### src/rtl/nd_row_sigma.sv
// Off-diagonal partial sum for one tridiagonal Jacobi sweep. For each row it
// fetches a[i][i-1], a[i][i+1], x[i-1] and x[i+1], then emits their Q-format dot product.
module nd_row_sigma #(
    parameter int element_width       = 32,
    parameter int frac_bits           = 16,
    parameter int no_of_non_diagonals = 2,
    parameter int A_mem_height        = 64,
    localparam int RW                 = $clog2(A_mem_height)
) (
    input  logic                                          clk,
    input  logic                                          rst_n,
    input  logic                                          start,
    input  logic [RW:0]                                   num_rows,
    output logic                                          readMem,
    output logic [RW-1:0]                                 row_num,
    input  logic [element_width*no_of_non_diagonals-1:0]  nd_elements,
    input  logic                                          nd_finish,
    output logic                                          x_rd_en,
    output logic [RW-1:0]                                 x_rd_addr,
    input  logic [element_width-1:0]                      x_rd_data,
    output logic [element_width-1:0]                      sigma,
    output logic [RW-1:0]                                 sigma_row,
    output logic                                          sigma_valid,
    input  logic                                          sigma_ready,
    output logic                                          busy,
    output logic                                          done
);

    typedef enum logic [2:0] {IDLE, REQ, XLO, XHI, CALC, OUT} state_t;

    localparam logic [RW:0]   MAX_ROWS = (RW+1)'(A_mem_height);
    localparam logic [RW:0]   ONE_N    = 1;
    localparam logic [RW-1:0] ONE_R    = 1;

    state_t                      state;
    logic [RW:0]                 rows_q;
    logic [RW-1:0]               row;
    logic [element_width-1:0]    a_lo;
    logic [element_width-1:0]    a_hi;
    logic [element_width-1:0]    x_lo;

    logic                        first_row;
    logic                        last_row;
    logic                        start_ok;
    logic [element_width-1:0]    x_hi;
    logic [2*element_width-1:0]  ext_a_lo;
    logic [2*element_width-1:0]  ext_a_hi;
    logic [2*element_width-1:0]  ext_x_lo;
    logic [2*element_width-1:0]  ext_x_hi;
    logic signed [2*element_width-1:0] p_lo;
    logic signed [2*element_width-1:0] p_hi;
    logic [element_width-1:0]    sigma_next;

    assign first_row = (row == '0);
    assign last_row  = ({1'b0, row} == (rows_q - ONE_N));
    assign start_ok  = (num_rows != '0) && (num_rows <= MAX_ROWS);

    // Full-width signed products; shifting then truncating keeps bits
    // [frac_bits +: element_width], and the sum wraps with no saturation.
    always_comb begin
        x_hi       = last_row ? '0 : x_rd_data;
        ext_a_lo   = {{element_width{a_lo[element_width-1]}}, a_lo};
        ext_a_hi   = {{element_width{a_hi[element_width-1]}}, a_hi};
        ext_x_lo   = {{element_width{x_lo[element_width-1]}}, x_lo};
        ext_x_hi   = {{element_width{x_hi[element_width-1]}}, x_hi};
        p_lo       = $signed(ext_a_lo) * $signed(ext_x_lo);
        p_hi       = $signed(ext_a_hi) * $signed(ext_x_hi);
        sigma_next = element_width'(p_lo >>> frac_bits) + element_width'(p_hi >>> frac_bits);
    end

    always_ff @(posedge clk or negedge rst_n) begin
        if (!rst_n) begin
            state       <= IDLE;
            rows_q      <= '0;
            row         <= '0;
            a_lo        <= '0;
            a_hi        <= '0;
            x_lo        <= '0;
            readMem     <= 1'b0;
            row_num     <= '0;
            x_rd_en     <= 1'b0;
            x_rd_addr   <= '0;
            sigma       <= '0;
            sigma_row   <= '0;
            sigma_valid <= 1'b0;
            busy        <= 1'b0;
            done        <= 1'b0;
        end else begin
            done <= 1'b0;
            case (state)
                IDLE: begin
                    if (start && start_ok) begin
                        rows_q  <= num_rows;
                        row     <= '0;
                        row_num <= '0;
                        readMem <= 1'b1;
                        busy    <= 1'b1;
                        state   <= REQ;
                    end
                end
                REQ: begin
                    if (nd_finish) begin
                        a_lo      <= nd_elements[element_width-1:0];
                        a_hi      <= nd_elements[2*element_width-1:element_width];
                        readMem   <= 1'b0;
                        x_rd_en   <= !first_row;
                        x_rd_addr <= first_row ? '0 : row - ONE_R;
                        state     <= XLO;
                    end
                end
                XLO: begin
                    x_rd_en   <= !last_row;
                    x_rd_addr <= last_row ? '0 : row + ONE_R;
                    state     <= XHI;
                end
                XHI: begin
                    x_lo      <= first_row ? '0 : x_rd_data;
                    x_rd_en   <= 1'b0;
                    x_rd_addr <= '0;
                    state     <= CALC;
                end
                CALC: begin
                    sigma       <= sigma_next;
                    sigma_row   <= row;
                    sigma_valid <= 1'b1;
                    state       <= OUT;
                end
                OUT: begin
                    if (sigma_ready) begin
                        sigma_valid <= 1'b0;
                        if (last_row) begin
                            done  <= 1'b1;
                            busy  <= 1'b0;
                            state <= IDLE;
                        end else begin
                            row     <= row + ONE_R;
                            row_num <= row + ONE_R;
                            readMem <= 1'b1;
                            state   <= REQ;
                        end
                    end
                end
                default: state <= IDLE;
            endcase
        end
    end

endmodule

### config.mk
export PLATFORM = sky130hd
export DESIGN_NAME = nd_row_sigma
export DESIGN_NICKNAME = d
export VERILOG_FILES = /design/src/rtl/nd_row_sigma.sv
export SDC_FILE = /design/constraint.sdc
export NUM_CORES = 2
export LEC_CHECK = 0
export CORE_MARGIN = 1
export CORE_UTILIZATION = 45
export DETAILED_ROUTE_END_ITERATION = 10
export DONT_BUFFER_PORTS = 1
export MAX_ROUTING_LAYER = met4
export SYNTH_ARGS = -nofsm -noshare
export SYNTH_HDL_FRONTEND = slang
export SYNTH_SLANG_ARGS = --single-unit
### constraint.sdc
create_clock -name clk -period 14.3 [get_ports clk]
set_input_delay 2.145 -clock clk [delete_from_list [all_inputs] [get_ports clk]]
set_output_delay 2.145 -clock clk [all_outputs]
set_load 0.01 [all_outputs]
==> run metrics <==
status finished, final reports clean; initial DRC count 3,239; f_max 0.08018 GHz; crit path kind flop to flop; crit path DAT 12,920 ps; vias per cell 5.284; global-route wire length before repair 318,200 µm; Fin. Hold Viols 0; final setup TNS 0 ps; Top FF cell, synth dfrtp_1; setup bufs post-CTS 0; most frequent CP cell fa_1; post-synthesis adder-cell area fraction 58.54%; main combinational cell family by area after synthesis adder cells; PostCTS Resize Cnt 0; synth warn 0; vias in the first global route 51,960; count of cell types in the netlist 72; most common cell in the synthesized netlist inv_1; Clock Pin Slew Worst Setup and Hold Paths 90 ps; via count 47,080; RSZ-0062 raised after global routing false; crit-path max cell delay 1130 ps; crit path max fanout 28; Synthesized Nets 9,371; grt ovf 0; Simple-Gate Fraction of Synth Area 16.80%; complex-gate fraction of the synthesized area 3.473%; clock buffer depth 2; Worst-Margin Slew 1342 ps; largest area contributor in the netlist fa_1; worst-skew pair later-pin latency 560 ps; Max Slew Vio Count 0; Yosys reg bits 161; Rows 139; Synth-to-Final Area Change 4.125%; IO buf count 0; ys async rst share 100.0%; GRT Total Usage 30.06%; I/O Pins 163; min cycle time layout 12,470 ps; Synth area leaders fa_1, inv_1, nand2_1; Critical Path Sink Type flop; Slowest cell on crit path nor2b_2; DIE AREA 146,100 µm²; Worst Setup Start Kind flop; Slew HR 10.14%; chip height 382.3 µm; Post-synth EDFFs 0; Avg WL per Cell 22.74 µm; core area 143,500 µm²; DRT Pass-1 Iters 8; initial antenna violation count 14; Synth Area in XOR/XNOR 2.329%; HP Class flop to flop; Final period util 87.22%; Post-DP HPWL 157,100 µm; Die X 382.3 µm; number of hold buffers added after cts 0; most frequent cells after synthesis inv_1, fa_1, nand2_1; area share of the largest cell type after synthesis 51.60%; clock sinks 161; Crit path required time 14,750 ps; CTS Root Cell clkbuf_16; Fin Hold WS 483.4 ps; Starting Density 45.35%; share of post-route cells with drive strength above 1 3.330%; post-synthesis cell count 7,225; antenna viol nets, final 0; final setup fails 0; cts bufs inserted 17; post-synthesis sequential area ratio 6.192%; H-tree depth 4; Max Cap Violations 0; drt drc 0; fin nets 9,130; Routed WL 202,600 µm; mapped cell area 65,070 µm²; largest net degree at the start of global routing 162; Clock Skew 25.49 ps; Placer Congestion 0.9642; post-synthesis mux area share 0.1211%; TritonCTS clock tree yes; Mean Syn Cell Area 9.006 µm²
==> layout by cell type (no fill, tap or decap), types with 78 or more instances in the layout <==
cell type | Yosys | final
a21oi_1 | 78 | 78
and2_1 | 679 | 679
buf_4 | 0 | 133
dfrtp_1 | 161 | 152
fa_1 | 1677 | 1677
ha_1 | 361 | 361
inv_1 | 1782 | 1782
nand2_1 | 1391 | 1390
nor2_1 | 84 | 83
xnor2_1 | 137 | 137
==> through the flow <==
| stage | worst slack [ps] | cell area, µm² | std cells | utilization [%] |
|---|---|---|---|---|
| 2_1_floorplan | 3316 | 65070 | 7225 | - |
| 3_3_place_gp | 1928 | 67100 | 8868 | 46.76 |
| 3_5_place_dp | 1770 | 67100 | 8868 | 46.76 |
| 4_1_cts | 1945 | 67730 | 8900 | 47.20 |
| 5_1_grt | 1230 | 67740 | 8905 | 47.21 |
| 6_report | 1828 | 67750 | 8909 | 47.22 |
==> final timing paths <==
kind / cells after the start / slack [ps] / start / end
max in group asynchronous: 0 / 12640 / rst_n / a_hi[11]
worst max register to register: 42 / 1830 / rows_q[0] / sigma[28]
worst max-delay path: 42 / 1830 / rows_q[0] / sigma[28]
min in group asynchronous: 0 / 1280 / rst_n / a_hi[13]
worst min-delay path: 2 / 480 / a_hi[23] / a_hi[23]
worst min register to register: 2 / 480 / a_hi[23] / a_hi[23]
==> sequential cells by signal, summed over array words and instances, names as in the netlist <==
name and flops:
x_lo 32, readMem 1, busy 1, sigma 32, row 6, x_rd_addr 6
a_lo 32, sigma_row 6, a_hi 32, rows_q 7, x_rd_en 1, done 1
sigma_valid 1, state 3
==> cells by family after synthesis <==
group,count (synthesis)
fa+ha+maj,2038
buf+inv,2175
compound gates,334
xor+xnor,173
flops,161
simple gates,2337
mux,7
==> cell type report <==
class,count,area (µm²)
antenna,9,22.52
sequential,161,4040
clock buffer,17,425.4
inverter,1782,6689
timing repair buffer,133,998.5
clock inverter,15,206.4
fill,13670,75730
multi-input combinational,4889,52990
tap,1903,2381
==> metal layers <==
metal / GRT usage (%) / share of wire, % / vias up
li1: - / - / 20050
met1: 37.73 / 40 / 24880
met2: 48.46 / 48 / 1753
met3: 4.392 / 7.0 / 396
met4: 13.16 / 5.2 / 0
met5: - / 0 / -
==> worst max-delay path: cells and delay by family, from the launching register on <==
| family | cells | cell delay, ps |
|---|---|---|
| AOI/OAI and AO/OA | 16 | 4410 |
| adders and majority gates | 11 | 4320 |
| and+or+nand+nor | 7 | 2160 |
| buffers and inverters | 6 | 570 |
| DFF | 1 | 490 |
| xor gates and xnor gates | 2 | 300 |
Power is left out: the tool's default activity adds up to more than one toggle a clock period on the data nets, which glitch-free logic cannot reach.
